[src/rtl/nn_pkg.sv]
// rtl/nn_pkg.sv - shared sizes, frame layout and state encoding for nn_operand_loader
package nn_pkg;

    localparam int DW    = 5;
    localparam int N_IN  = 4;
    localparam int N_HID = 4;
    localparam int N_OUT = 2;
    localparam int CW    = 5;

`ifdef NN_LOADER_CKSUM_EN
    localparam int FRAME_WORDS = 29;
`else
    localparam int FRAME_WORDS = 28;
`endif

    localparam logic [CW-1:0] X_BASE     = 5'd0;
    localparam logic [CW-1:0] WIH_BASE   = 5'd4;
    localparam logic [CW-1:0] WHO_BASE   = 5'd20;
    localparam logic [CW-1:0] OPND_WORDS = 5'd28;

    typedef enum logic [1:0] {
        ST_LOAD  = 2'd0,
        ST_CHECK = 2'd1,
        ST_FIRE  = 2'd2,
        ST_WAIT  = 2'd3
    } ld_state_e;

endpackage

[src/rtl/nn_operand_loader.sv]
// rtl/nn_operand_loader.sv - assembles a streamed operand frame and hands it to the NN core
// NN_LOADER_CKSUM_EN appends an XOR check word, a CHECK state and the err_cksum output.
module nn_operand_loader
    import nn_pkg::*;
#(
    parameter int TIMEOUT_CYC = 64
) (
    input  logic                      clk,
    input  logic                      rst_n,
    input  logic                      soft_clr,
    input  logic                      s_valid,
    output logic                      s_ready,
    input  logic [DW-1:0]             s_data,
    output logic [N_IN*DW-1:0]        x_flat,
    output logic [N_IN*N_HID*DW-1:0]  w_ih_flat,
    output logic [N_HID*N_OUT*DW-1:0] w_ho_flat,
    output logic                      in_ready,
    input  logic                      out0_ready,
    input  logic                      out1_ready,
    output logic                      busy,
`ifdef NN_LOADER_CKSUM_EN
    output logic                      err_cksum,
`endif
    output logic                      err_tmo
);

    localparam int TW = $clog2(TIMEOUT_CYC);

    ld_state_e     state_q, state_d;
    logic [CW-1:0] cnt_q;
    logic [TW-1:0] tmo_q;
    logic          d0_q, d1_q;
    logic          s_ready_q, in_ready_q, busy_q, err_tmo_q;

    logic [DW-1:0] x_q   [N_IN];
    logic [DW-1:0] wih_q [N_IN*N_HID];
    logic [DW-1:0] who_q [N_HID*N_OUT];

    logic          accept, wr, last_word, done_now, tmo_hit, tmo_fire;
    logic          d0_n, d1_n;
    logic [1:0]    x_idx;
    logic [3:0]    wih_idx;
    logic [2:0]    who_idx;

`ifdef NN_LOADER_CKSUM_EN
    logic [DW-1:0] acc_q, cks_q;
    logic          cks_bad, err_cksum_q;
`endif

    always_comb begin
        accept    = s_ready_q & s_valid;
        wr        = accept & ~soft_clr;
        last_word = (cnt_q == CW'(FRAME_WORDS - 1));
        d0_n      = d0_q | out0_ready;
        d1_n      = d1_q | out1_ready;
        done_now  = d0_n & d1_n;
        tmo_hit   = (tmo_q == TW'(TIMEOUT_CYC - 1));
        x_idx     = 2'(cnt_q - X_BASE);
        wih_idx   = 4'(cnt_q - WIH_BASE);
        who_idx   = 3'(cnt_q - WHO_BASE);

        state_d   = state_q;
        tmo_fire  = 1'b0;
`ifdef NN_LOADER_CKSUM_EN
        cks_bad   = 1'b0;
`endif
        case (state_q)
            ST_LOAD: begin
                if (accept && last_word) begin
`ifdef NN_LOADER_CKSUM_EN
                    state_d = ST_CHECK;
`else
                    state_d = ST_FIRE;
`endif
                end
            end
`ifdef NN_LOADER_CKSUM_EN
            ST_CHECK: begin
                if (cks_q == acc_q) begin
                    state_d = ST_FIRE;
                end else begin
                    state_d = ST_LOAD;
                    cks_bad = 1'b1;
                end
            end
`endif
            ST_FIRE: state_d = ST_WAIT;
            ST_WAIT: begin
                // done beats a coincident timeout
                if (done_now) begin
                    state_d = ST_LOAD;
                end else if (tmo_hit) begin
                    state_d  = ST_LOAD;
                    tmo_fire = 1'b1;
                end
            end
            default: state_d = ST_LOAD;
        endcase

        if (soft_clr) begin
            state_d  = ST_LOAD;
            tmo_fire = 1'b0;
`ifdef NN_LOADER_CKSUM_EN
            cks_bad  = 1'b0;
`endif
        end
    end

    always_ff @(posedge clk or negedge rst_n) begin
        if (!rst_n) begin
            state_q    <= ST_LOAD;
            cnt_q      <= '0;
            tmo_q      <= '0;
            d0_q       <= 1'b0;
            d1_q       <= 1'b0;
            s_ready_q  <= 1'b0;
            in_ready_q <= 1'b0;
            busy_q     <= 1'b0;
            err_tmo_q  <= 1'b0;
            for (int i = 0; i < N_IN; i++)        x_q[i]   <= '0;
            for (int i = 0; i < N_IN*N_HID; i++)  wih_q[i] <= '0;
            for (int i = 0; i < N_HID*N_OUT; i++) who_q[i] <= '0;
`ifdef NN_LOADER_CKSUM_EN
            acc_q       <= '0;
            cks_q       <= '0;
            err_cksum_q <= 1'b0;
`endif
        end else begin
            state_q    <= state_d;
            s_ready_q  <= (state_d == ST_LOAD);
            busy_q     <= (state_d == ST_FIRE) || (state_d == ST_WAIT);
            in_ready_q <= (state_q == ST_FIRE) && !soft_clr;
            err_tmo_q  <= tmo_fire;
            // sticky flags only accumulate in WAIT, so FIRE-cycle pulses are dropped
            d0_q       <= (state_q == ST_WAIT) ? d0_n : 1'b0;
            d1_q       <= (state_q == ST_WAIT) ? d1_n : 1'b0;
            tmo_q      <= (state_q == ST_WAIT) ? tmo_q + 1'b1 : '0;

            if (soft_clr || (accept && last_word)) begin
                cnt_q <= '0;
            end else if (accept) begin
                cnt_q <= cnt_q + 1'b1;
            end

            if (wr) begin
                case (1'b1)
                    (cnt_q < WIH_BASE):   x_q[x_idx]     <= s_data;
                    (cnt_q < WHO_BASE):   wih_q[wih_idx] <= s_data;
                    (cnt_q < OPND_WORDS): who_q[who_idx] <= s_data;
                    default: ;
                endcase
`ifdef NN_LOADER_CKSUM_EN
                if (cnt_q < OPND_WORDS) begin
                    acc_q <= (cnt_q == '0) ? s_data : (acc_q ^ s_data);
                end else begin
                    cks_q <= s_data;
                end
`endif
            end
`ifdef NN_LOADER_CKSUM_EN
            err_cksum_q <= cks_bad;
`endif
        end
    end

    for (genvar i = 0; i < N_IN; i++) begin : g_x
        assign x_flat[i*DW +: DW] = x_q[i];
    end
    for (genvar i = 0; i < N_IN*N_HID; i++) begin : g_wih
        assign w_ih_flat[i*DW +: DW] = wih_q[i];
    end
    for (genvar i = 0; i < N_HID*N_OUT; i++) begin : g_who
        assign w_ho_flat[i*DW +: DW] = who_q[i];
    end

    assign s_ready  = s_ready_q;
    assign in_ready = in_ready_q;
    assign busy     = busy_q;
    assign err_tmo  = err_tmo_q;
`ifdef NN_LOADER_CKSUM_EN
    assign err_cksum = err_cksum_q;
`endif

endmodule

[config.mk]
export PLATFORM = sky130hd
export DESIGN_NAME = nn_operand_loader
export DESIGN_NICKNAME = d
export VERILOG_FILES = /design/src/rtl/nn_pkg.sv /design/src/rtl/nn_operand_loader.sv
export SDC_FILE = /design/constraint.sdc
export NUM_CORES = 1
export LEC_CHECK = 0
export ABC_CLOCK_PERIOD_IN_PS = 1800
export BUFFER_PORTS_ARGS = -buffer_cell sky130_fd_sc_hd__buf_2
export CAP_MARGIN = 10
export CORE_ASPECT_RATIO = 0.5
export CORE_MARGIN = 5
export CORE_UTILIZATION = 48
export CTS_CLUSTER_DIAMETER = 200
export DETAILED_ROUTE_END_ITERATION = 12
export GPL_ROUTABILITY_DRIVEN = 1
export GPL_TIMING_DRIVEN = 0
export PLACE_DENSITY_LB_ADDON = 0.1
export SETUP_SLACK_MARGIN = 0.4
export SLEW_MARGIN = 40
export SYNTH_ARGS = -nofsm -noshare
export SYNTH_HDL_FRONTEND = slang
export SYNTH_SLANG_ARGS = --single-unit
[constraint.sdc]
create_clock -name clk -period 1.8 [get_ports clk]
set_clock_uncertainty 0.15 [all_clocks]
set_input_delay 0.27 -clock clk [delete_from_list [all_inputs] [get_ports clk]]
set_output_delay 0.27 -clock clk [all_outputs]
set_load 0.02 [all_outputs]
== Word level (Yosys, flattened, before mapping) ==
Index checks and enable logic that the tools add are counted.
Storage, ports and cells
  flip-flop bits (word level): 159
  input port bits: 11
  output and inout port bits: 144
  word-level logic and storage cells: 104
Cells by class
  $add $sub $neg: 4
  $lt $le $gt $ge: 9
  equality and inequality tests: 6
  mux-type cells: 23
  bitwise gates (word level): 11
  reductions and logical operators: 14
Operator list (number)
  80-bit bitwise mux: 1
  40-bit bitwise mux: 1
  5-bit two-way mux: 5
  20-bit bitwise mux: 1
  5-bit demux with 4-bit select: 1
  5-bit demux with 3-bit select: 1
  5-bit demux with 2-bit select: 1
  5-bit < comparator, second input constant: 2
  2-bit == test, second input constant: 4
  2-bit two-way mux: 4
  6-bit by 1-bit adder with 6-bit output, second input constant: 1
  6-bit == test, second input constant: 1
  1-bit two-way mux: 6
  6-bit two-way mux: 1
  2-bit one-hot mux with 3 select lines: 1
  5-bit by 1-bit adder with 5-bit output, second input constant: 1
  5-bit == test, second input constant: 1
  5-bit greater-or-equal comparator, second input constant: 1
  1-bit logical AND: 5
  5-bit by 1-bit < comparator with 1-bit output, second input constant: 1
  5-bit by 3-bit < comparator with 1-bit output, second input constant: 1
  4-bit inverter with 5-bit output: 1
  4-bit greater-or-equal comparator, second input constant: 1
  2-bit logical NOT: 2
  16 further kinds: 22

== Longest topological paths before layout ==
Gate-level depths: netlist of the first run.
  depth in word-level cells: 7
  mapped depth: 5
  depth with buffers taken out: 4

== Least setup slack after synthesis of the first run ==
OpenSTA, ideal clock, no wires.
  kind: register -> register
  start: register s_ready_q, in the netlist s_ready
  end: register who_q, in the netlist w_ho_flat[0]
  library setup time: 125 ps
  arrival time: 1595 ps
  path slack: -70 ps
  stages on the path, launching flop included: 4
  buffers on the path: 0
  clock period less this slack: 1870 ps
  cell sequence: dfrtp_1 > nand3b_1 > nor4_4 > mux2_2
Between the ends
  cells in the longest elaborated chain, start to end: 3
Ends and longest elaborated chain
  from (decl): line nn_operand_loader.sv:33  | logic s_ready_q, in_ready_q, busy_q, err_tmo_q;
  from (signal assigned): line nn_operand_loader.sv:130  | s_ready_q <= (state_d == ST_LOAD);
  1-bit bitwise AND: line nn_operand_loader.sv:51  | accept = s_ready_q & s_valid;
  1-bit bitwise AND: line nn_operand_loader.sv:52  | wr = accept & ~soft_clr;
  4-bit AND reduction (no source line)
  to (signal, indexed assignment): line nn_operand_loader.sv:149  | (cnt_q < OPND_WORDS): who_q[who_idx] <= s_data;
  to (decl): line nn_operand_loader.sv:37  | logic [DW-1:0] who_q [N_HID*N_OUT];
No other way between the ends.
A chain may end at the register's enable or synchronous reset.

== Worst setup path in the final report of the first run ==
  start: register cnt_q[2]
  end: register wih_q, in the netlist w_ih_flat[68]
Between the ends
  cells in the longest elaborated chain, start to end: 7
Ends and longest elaborated chain
  from (decl): line nn_operand_loader.sv:30  | logic [CW-1:0] cnt_q;
  from (signal assigned): line nn_operand_loader.sv:142  | cnt_q <= cnt_q + 1'b1;
  4-bit by 3-bit subtractor with 4-bit output: line nn_operand_loader.sv:59  | wih_idx = 4'(cnt_q - WIH_BASE);
  4-bit inverter with 5-bit output (not written as such): line nn_operand_loader.sv:148  | (cnt_q < WHO_BASE): wih_q[wih_idx] <= s_data;
  5-bit greater-or-equal comparator (not written as such) / 5-bit by 1-bit < comparator with 1-bit output (equally long branches): line nn_operand_loader.sv:148
  1-bit logical AND (not written as such): line nn_operand_loader.sv:148
  5-bit two-way mux (not written as such): line nn_operand_loader.sv:148
  5-bit demux with 4-bit select: line nn_operand_loader.sv:148
  80-bit bitwise mux: line nn_operand_loader.sv:148
  to (signal, indexed assignment): line nn_operand_loader.sv:148
  to (decl): line nn_operand_loader.sv:36  | logic [DW-1:0] wih_q [N_IN*N_HID];
Several ways; a longest one is shown, not always the timed one.

==> out/qor.yml, run 1 <==
crit_chain: "nor3b_4 -> buf_4 -> buf_6 -> nand3_4 -> mux2_4"
dp_cells: 735
ff_latch_area_sq_um: 3980
die_w_um: 172
crit_family: "flip-flops"
initial_utilization_pct: 49.3
ctsHoldBuffers: 4
dieArea_sq_um: 15600
setup_viol: 27
netlist_instances: 414
core-area_sq_um: 12700
fin_tns_setup_ps: -710
fp.dieH_um: 90.8
drt-total-wl_mm: 18.9
dr.pass1.iters: 4
clock_latency_ps: 410
async_flop_share_pct: 100
multi_input_area_sq_um: 3060
synth_compound_area_share_pct: 1.48
cts_tree: "yes"
fin_hold_ws_ps: -418
rows: 29
yosysTopAreaCellShare_pct: 63.4
violations: "hold timing, setup timing"
reg2reg_to: "w_ih_flat[68]$_DFFE_PN0P_"
place_congestion: 0.832
setup.worst_path.class: "reg2reg"
reg2reg_depth: 5
antenna_found_initial: 0
worst_pin_slew_ps: 667
synth_top_family_by_area: "multiplexers"
num-fill-cells: 651
required_ps: 1950
grt_first_pass_wirelength_mm: 26.3
drc: 0
p_leak_nw: 5.38
place_ws_ps: -422
grt_overflow: 0
yosys.area.top_type: "dfrtp_1"
grt_pass1_vias: 4591
diodes: 0
yosys.cell_types.count: 32
htreeDepth: 4
finalMaxSlewViolations: 0
grt_max_degree: 60
initialDrtViolationCount: 206
fin_crit_sh_pct: 104
powerDensity_nw_per_um2: 826
drive_above_1_share_pct: 68.6
cts_root_buffer: "clkbuf_16"
crit_fanout: 6
ir_worst_vdd_mv: 0.702
cp_slowest_stage_delay_ps: 480
num_io_pins: 155
cap_violations: 0
cts.sinks: 159
num-nets-final: 694
status: "complete, but fails checks"
final_cells: 861
hpwl_mm: 10.4
avgSynthCellArea_sq_um: 15.2
synth_xor_area_share_pct: 0.698
synth_seq_cells: 159
area_growth_pct: 69.0
worst_slack_ps: -73.0
rsz0062_at_grt: "true"
critical_path_buf_inv_count: 2
viasPerCell: 5.32
syn-cell-area_sq_um: 6270
yosys.area_share.simple_pct: 6.70
synthMuxAreaShare_pct: 25.1
period_minus_slack_ps: 1870
wl_per_cell_um: 22.0
start_kind: "flip-flop"
hp-class: "in2async"
synthTopCellsByArea: "dfrtp_1 63%, mux2_2 25%, nand3_1 2.1%, nor4_4 1.4%, ha_1 1.0%"
max_slew_margin_pct: 55.5
critPathSlowestCell: "dfrtp_2"
crit_arrival_ps: 2020
cts_buffer_depth: 2
timing.rr.start: "cnt_q[2]$_DFFE_PN0P_"
hold_viol_final: 103
fmax_mhz: 534
antenna_left: 0
dr_total_vias: 4583
setup.worst_path.end_class: "flip-flop"
yosys.area_share.adder_pct: 0.997
cts_made_buffers: 17
ys_warn_count: 0
seq_area_frac_synth_pct: 63.4
clk_pin_slew_ps: 70
r2r_slack_ps: -70
synth_edf_count: 0
synth_top_flop_cell: "dfrtp_1"
port_buffers: 149
grt_use_total_pct: 21.7
syn_nets: 430
-- how the worst max path moves through the flow --
stage                         start                         to  slack, ps  cells past startpoint
6_report       cnt_q[2]$_DFFE_PN0P_  w_ih_flat[68]$_DFFE_PN0P_        -70                      5
3_5_place_dp               soft_clr  w_ih_flat[16]$_DFFE_PN0P_       -420                      5
3_3_place_gp                  rst_n       cnt_q[2]$_DFFE_PN0P_      -2410                      1
4_1_cts        cnt_q[2]$_DFFE_PN0P_  w_ho_flat[18]$_DFFE_PN0P_         60                      5
2_1_floorplan              soft_clr   w_ho_flat[0]$_DFFE_PN0P_         10                      4
5_1_grt        cnt_q[2]$_DFFE_PN0P_  w_ih_flat[68]$_DFFE_PN0P_       -110                      5
-- flip-flops by register name, indices dropped and copies added (netlist names) --
signal     cells
d1_q           1
x_flat        20
in_ready       1
d0_q           1
cnt_q          5
w_ho_flat     40
state_q        2
err_tmo        1
s_ready        1
w_ih_flat     80
tmo_q          6
busy           1
-- power by group --
| part | internal [W] | leakage (nW) | switching [W] | total [W] |
|---|---|---|---|---|
| registers | 0.00373 | 2.18 | 0.000119 | 0.00385 |
| logic | 0.000595 | 2.91 | 0.000629 | 0.00122 |
| clock network | 0.00212 | 0.289 | 0.00156 | 0.00368 |
-- repair_timing --
action	in CTS	in global routing
setup endpoints to repair	163	286
setup buffers	39	48
gates resized for setup	133	318
gates cloned	3	0
pin swaps	26	16
hold endpoints to repair	59	46
-- cells by family after synthesis --
| kind of cell | count (synthesis) |
|---|---|
| AOI/OAI and AO/OA | 14 |
| xor gates and xnor gates | 5 |
| adders and majority gates | 5 |
| buffers and inverters | 25 |
| DFF | 159 |
| muxes | 140 |
| and+or+nand+nor | 66 |
-- cell type report --
type	count	area share, %
tap	170	2.01
sequential	159	37.6
buffer	22	1.82
inverter	3	0.271
timing repair buffer	245	23.9
clock buffer	19	4.18
multi-input combinational	230	28.8
clock inverter	13	1.45
-- layout by cell type (no fill, tap or decap), drive strengths merged, types with 2 or more instances in the layout --
cell type / count
a21oi: 5
and3: 2
buf: 248
bufinv: 2
clkbuf: 34
clkinv: 6
clkinvlp: 2
dfrtp: 159
dlygate4sd3: 3
ha: 5
inv: 6
mux2: 140
nand2: 6
nand3: 26
nand3b: 2
nand4: 3
nor2: 13
nor3b: 2
nor4: 4
o21ai: 3
o32ai: 2
or3: 2
xnor2: 3
xor2: 2
-- synth_stat cells (all sizes together), types with 4 or more instances --
library cell	n
nand2	6
mux2	140
clkbuf	14
a21oi	5
nor2	13
dfrtp	159
ha	5
buf	8
nand3	26
nor4	4
-- metrics by stage --
stage	util, %	power (W)	instance area, sq um
floorplan	-	0.00434	6460
global placement	58.3	0.00467	7420
detailed placement	58.8	0.00470	7490
CTS	72.1	0.00848	9180
global route	83.2	0.00903	10600
finish	83.2	0.00875	10600
-- per-layer routing --
layer | part of all wire (%) | vias up | GRT usage, %
met2 | 49 | 120 | 34.0
met5 | 0 | - | 0
li1 | - | 2013 | -
met4 | 0.56 | 0 | 4.88
met3 | 5.8 | 11 | 6.56
met1 | 45 | 2439 | 30.1
Note: power is estimated with default switching activity, not from simulation.
==> run 2: changes to the inputs <==
- CORE_MARGIN: 5 -> 8
==> run 2 against run 1 <==
Against the previous run: die area up 10%; critical path type unchanged; the run still ends with hold timing, setup timing left; total power up 0.96%; clock-buffer cell count unchanged.
==> out/qor.yml, run 2 (synthesized netlist as in run 1, its figures left out) <==
status: "complete, but fails checks"  # unchanged
violations: "hold timing, setup timing"  # unchanged
p_leak_nw: 5.43  # was 5.38 nW
dr_wl_met3_mm: 1.30  # was 1.10 mm
hpwl_mm: 10.7  # was 10.4 mm
drt-total-wl_mm: 19.1  # was 18.9 mm
worst_pin_slew_ps: 696  # was 667 ps
fmax_mhz: 545  # was 534 MHz
worst_slack_ps: -35.0  # was -73.0 ps
port_buffers: 149  # unchanged
start_kind: "flip-flop"  # unchanged
final_cell_mix: "154 x dfrtp_1, 131 x mux2_4, 121 x buf_6, 81 x buf_4, 36 x buf_2"  # was 155 x dfrtp_1, 145 x buf_6, 112 x mux2_4, 63 x buf_4, 28 x mux2_2
rows: 29  # unchanged
grt_overflow: 0  # unchanged
pwr-share-comb_pct: 14.9  # was 14.0%
ir_worst_vdd_mv: 0.604  # was 0.702 mV
place_ws_ps: -420  # was -422 ps
required_ps: 1950  # about the same
highest-signal-layer: "met4"  # unchanged
fin_hold_ws_ps: -403  # was -418 ps
cts.sinks: 159  # unchanged
wl_met1_mm: 8.47  # was 8.48 mm
grt_max_degree: 58  # was 60
final_cells: 865  # was 861
fin_tns_setup_ps: -139  # was -710 ps
p_int_w: 0.00651  # was 0.00644 W
max_slew_margin_pct: 53.6  # was 55.5%
diodes: 0  # unchanged
dr_total_vias: 4618  # was 4583
finalMaxSlewViolations: 0  # unchanged
initialDrtViolationCount: 205  # was 206
fp.dieH_um: 96.8  # was 90.8 um
dieArea_sq_um: 17200  # was 15600 sq um
cts_tree: "yes"  # unchanged
antenna_found_initial: 0  # unchanged
final_common_cell: "dfrtp_1"  # unchanged
crit_arrival_ps: 1980  # was 2020 ps
viasPerCell: 5.34  # was 5.32
largest_reg_flops: 80  # unchanged
setup_viol: 5  # was 27
die_w_um: 178  # was 172 um
dp_cells: 735  # unchanged
clock_latency_ps: 420  # was 410 ps
grt_first_pass_wirelength_mm: 27.2  # was 26.3 mm
num-nets-final: 698  # was 694
initial_utilization_pct: 49.4  # was 49.3%
htreeDepth: 4  # unchanged
cts_root_buffer: "clkbuf_16"  # unchanged
setup.worst_path.class: "reg2reg"  # unchanged
ctsHoldBuffers: 2  # was 4
fin_crit_sh_pct: 102  # was 104%
total_power_w: 0.00884  # was 0.00875 W
drc: 0  # unchanged
swShare_pct: 26.3  # was 26.4%
hold_viol_final: 69  # was 103
antenna_left: 0  # unchanged
sequentialPowerShare_pct: 43.7  # was 44.0%
grt_use_total_pct: 19.9  # was 21.7%
area_growth_pct: 67.5  # was 69.0%
rsz0062_at_grt: "true"  # unchanged
num_io_pins: 155  # unchanged
drive_above_1_share_pct: 69.5  # was 68.6%
power_frac_clock_pct: 41.4  # was 42.0%
wl_per_cell_um: 22.1  # was 22.0 um
core-area_sq_um: 12700  # about the same
grt_pass1_vias: 4727  # was 4591
cap_violations: 0  # unchanged
period_minus_slack_ps: 1830  # was 1870 ps
dr.pass1.iters: 4  # unchanged
powerDensity_nw_per_um2: 841  # was 826 nW/um^2
cts_made_buffers: 17  # unchanged
clk_pin_slew_ps: 70  # about the same
crit_fanout: 6  # unchanged
wl_met2_mm: 9.15  # was 9.24 mm
place_congestion: 0.783  # was 0.832
setup.worst_path.end_class: "flip-flop"  # unchanged
p_switching_w: 0.00232  # was 0.00231 W
hp-class: "in2async"  # unchanged
cts_buffer_depth: 2  # unchanged
==> run 2: cell types whose count changed in the layout (fill, tap and decap cells not counted), sizes merged <==
cell,change
dlymetal6s4s,-1
clkinv,-2
buf,+7
dlygate4sd3,-1
inv,+2
clkbuf,-1
==> run 2: worst max-delay path, cell delays in order, from the launching register on <==
cell and delay, ps:
dfrtp_2 490, nand3b_1 130, buf_6 160, nor4_4 300
buf_6 180, mux2_4 300
==> run 2: metal layers <==
layer | vias to the layer above | track usage [%]
met5 | - | 0
met1 | 2428 | 26.3
met2 | 136 | 30.9
met3 | 21 | 6.75
met4 | 0 | 4.97
li1 | 2033 | -
==> run 2: repair_timing <==
action,CTS,global route
gates cloned,2,0
endpoints found under the hold margin,58,56
gates resized for setup,140,291
pin swaps,15,12
setup endpoints to repair,152,262
buffers inserted,31,63
==> run 2: power groups by stage <==
stage	clock network (W)	logic, W	registers, W
finish	0.00366	0.00131	0.00386
global route	0.00385	0.00139	0.00388
CTS	0.00366	0.00104	0.00383
detailed placement	0	0.000814	0.00389
global placement	0	0.000785	0.00389
floorplan	0	0.000254	0.00408
==> run 2: final timing paths <==
check | startpoint | endpoint | slack, ps | cells past startpoint
max | cnt_q[2]$_DFFE_PN0P_ | w_ho_flat[9]$_DFFE_PN0P_ | -30 | 5
min | rst_n | w_ih_flat[2]$_DFFE_PN0P_ | -400 | 1
max reg2reg | cnt_q[2]$_DFFE_PN0P_ | w_ho_flat[9]$_DFFE_PN0P_ | -30 | 5
min reg2reg | tmo_q[0]$_DFF_PN0_ | tmo_q[0]$_DFF_PN0_ | 340 | 1
max in group asynchronous | rst_n | cnt_q[2]$_DFFE_PN0P_ | 960 | 3
min in group clk | s_valid | cnt_q[1]$_DFFE_PN0P_ | 30 | 3
==> run 2: final cells by class <==
type	instances	area (sq um)
clock buffer	19	443
fill	608	2190
multi-input combinational	230	3120
inverter	3	18.8
buffer	22	193
clock inverter	13	153
sequential	159	3990
tap	170	213
timing repair buffer	249	2380
==> run 2: metrics by stage <==
stage	util [%]	instance area, sq um
finish	82.7	10500
global route	82.7	10500
CTS	71.6	9090
detailed placement	59.0	7490
global placement	58.5	7420
floorplan	-	6460
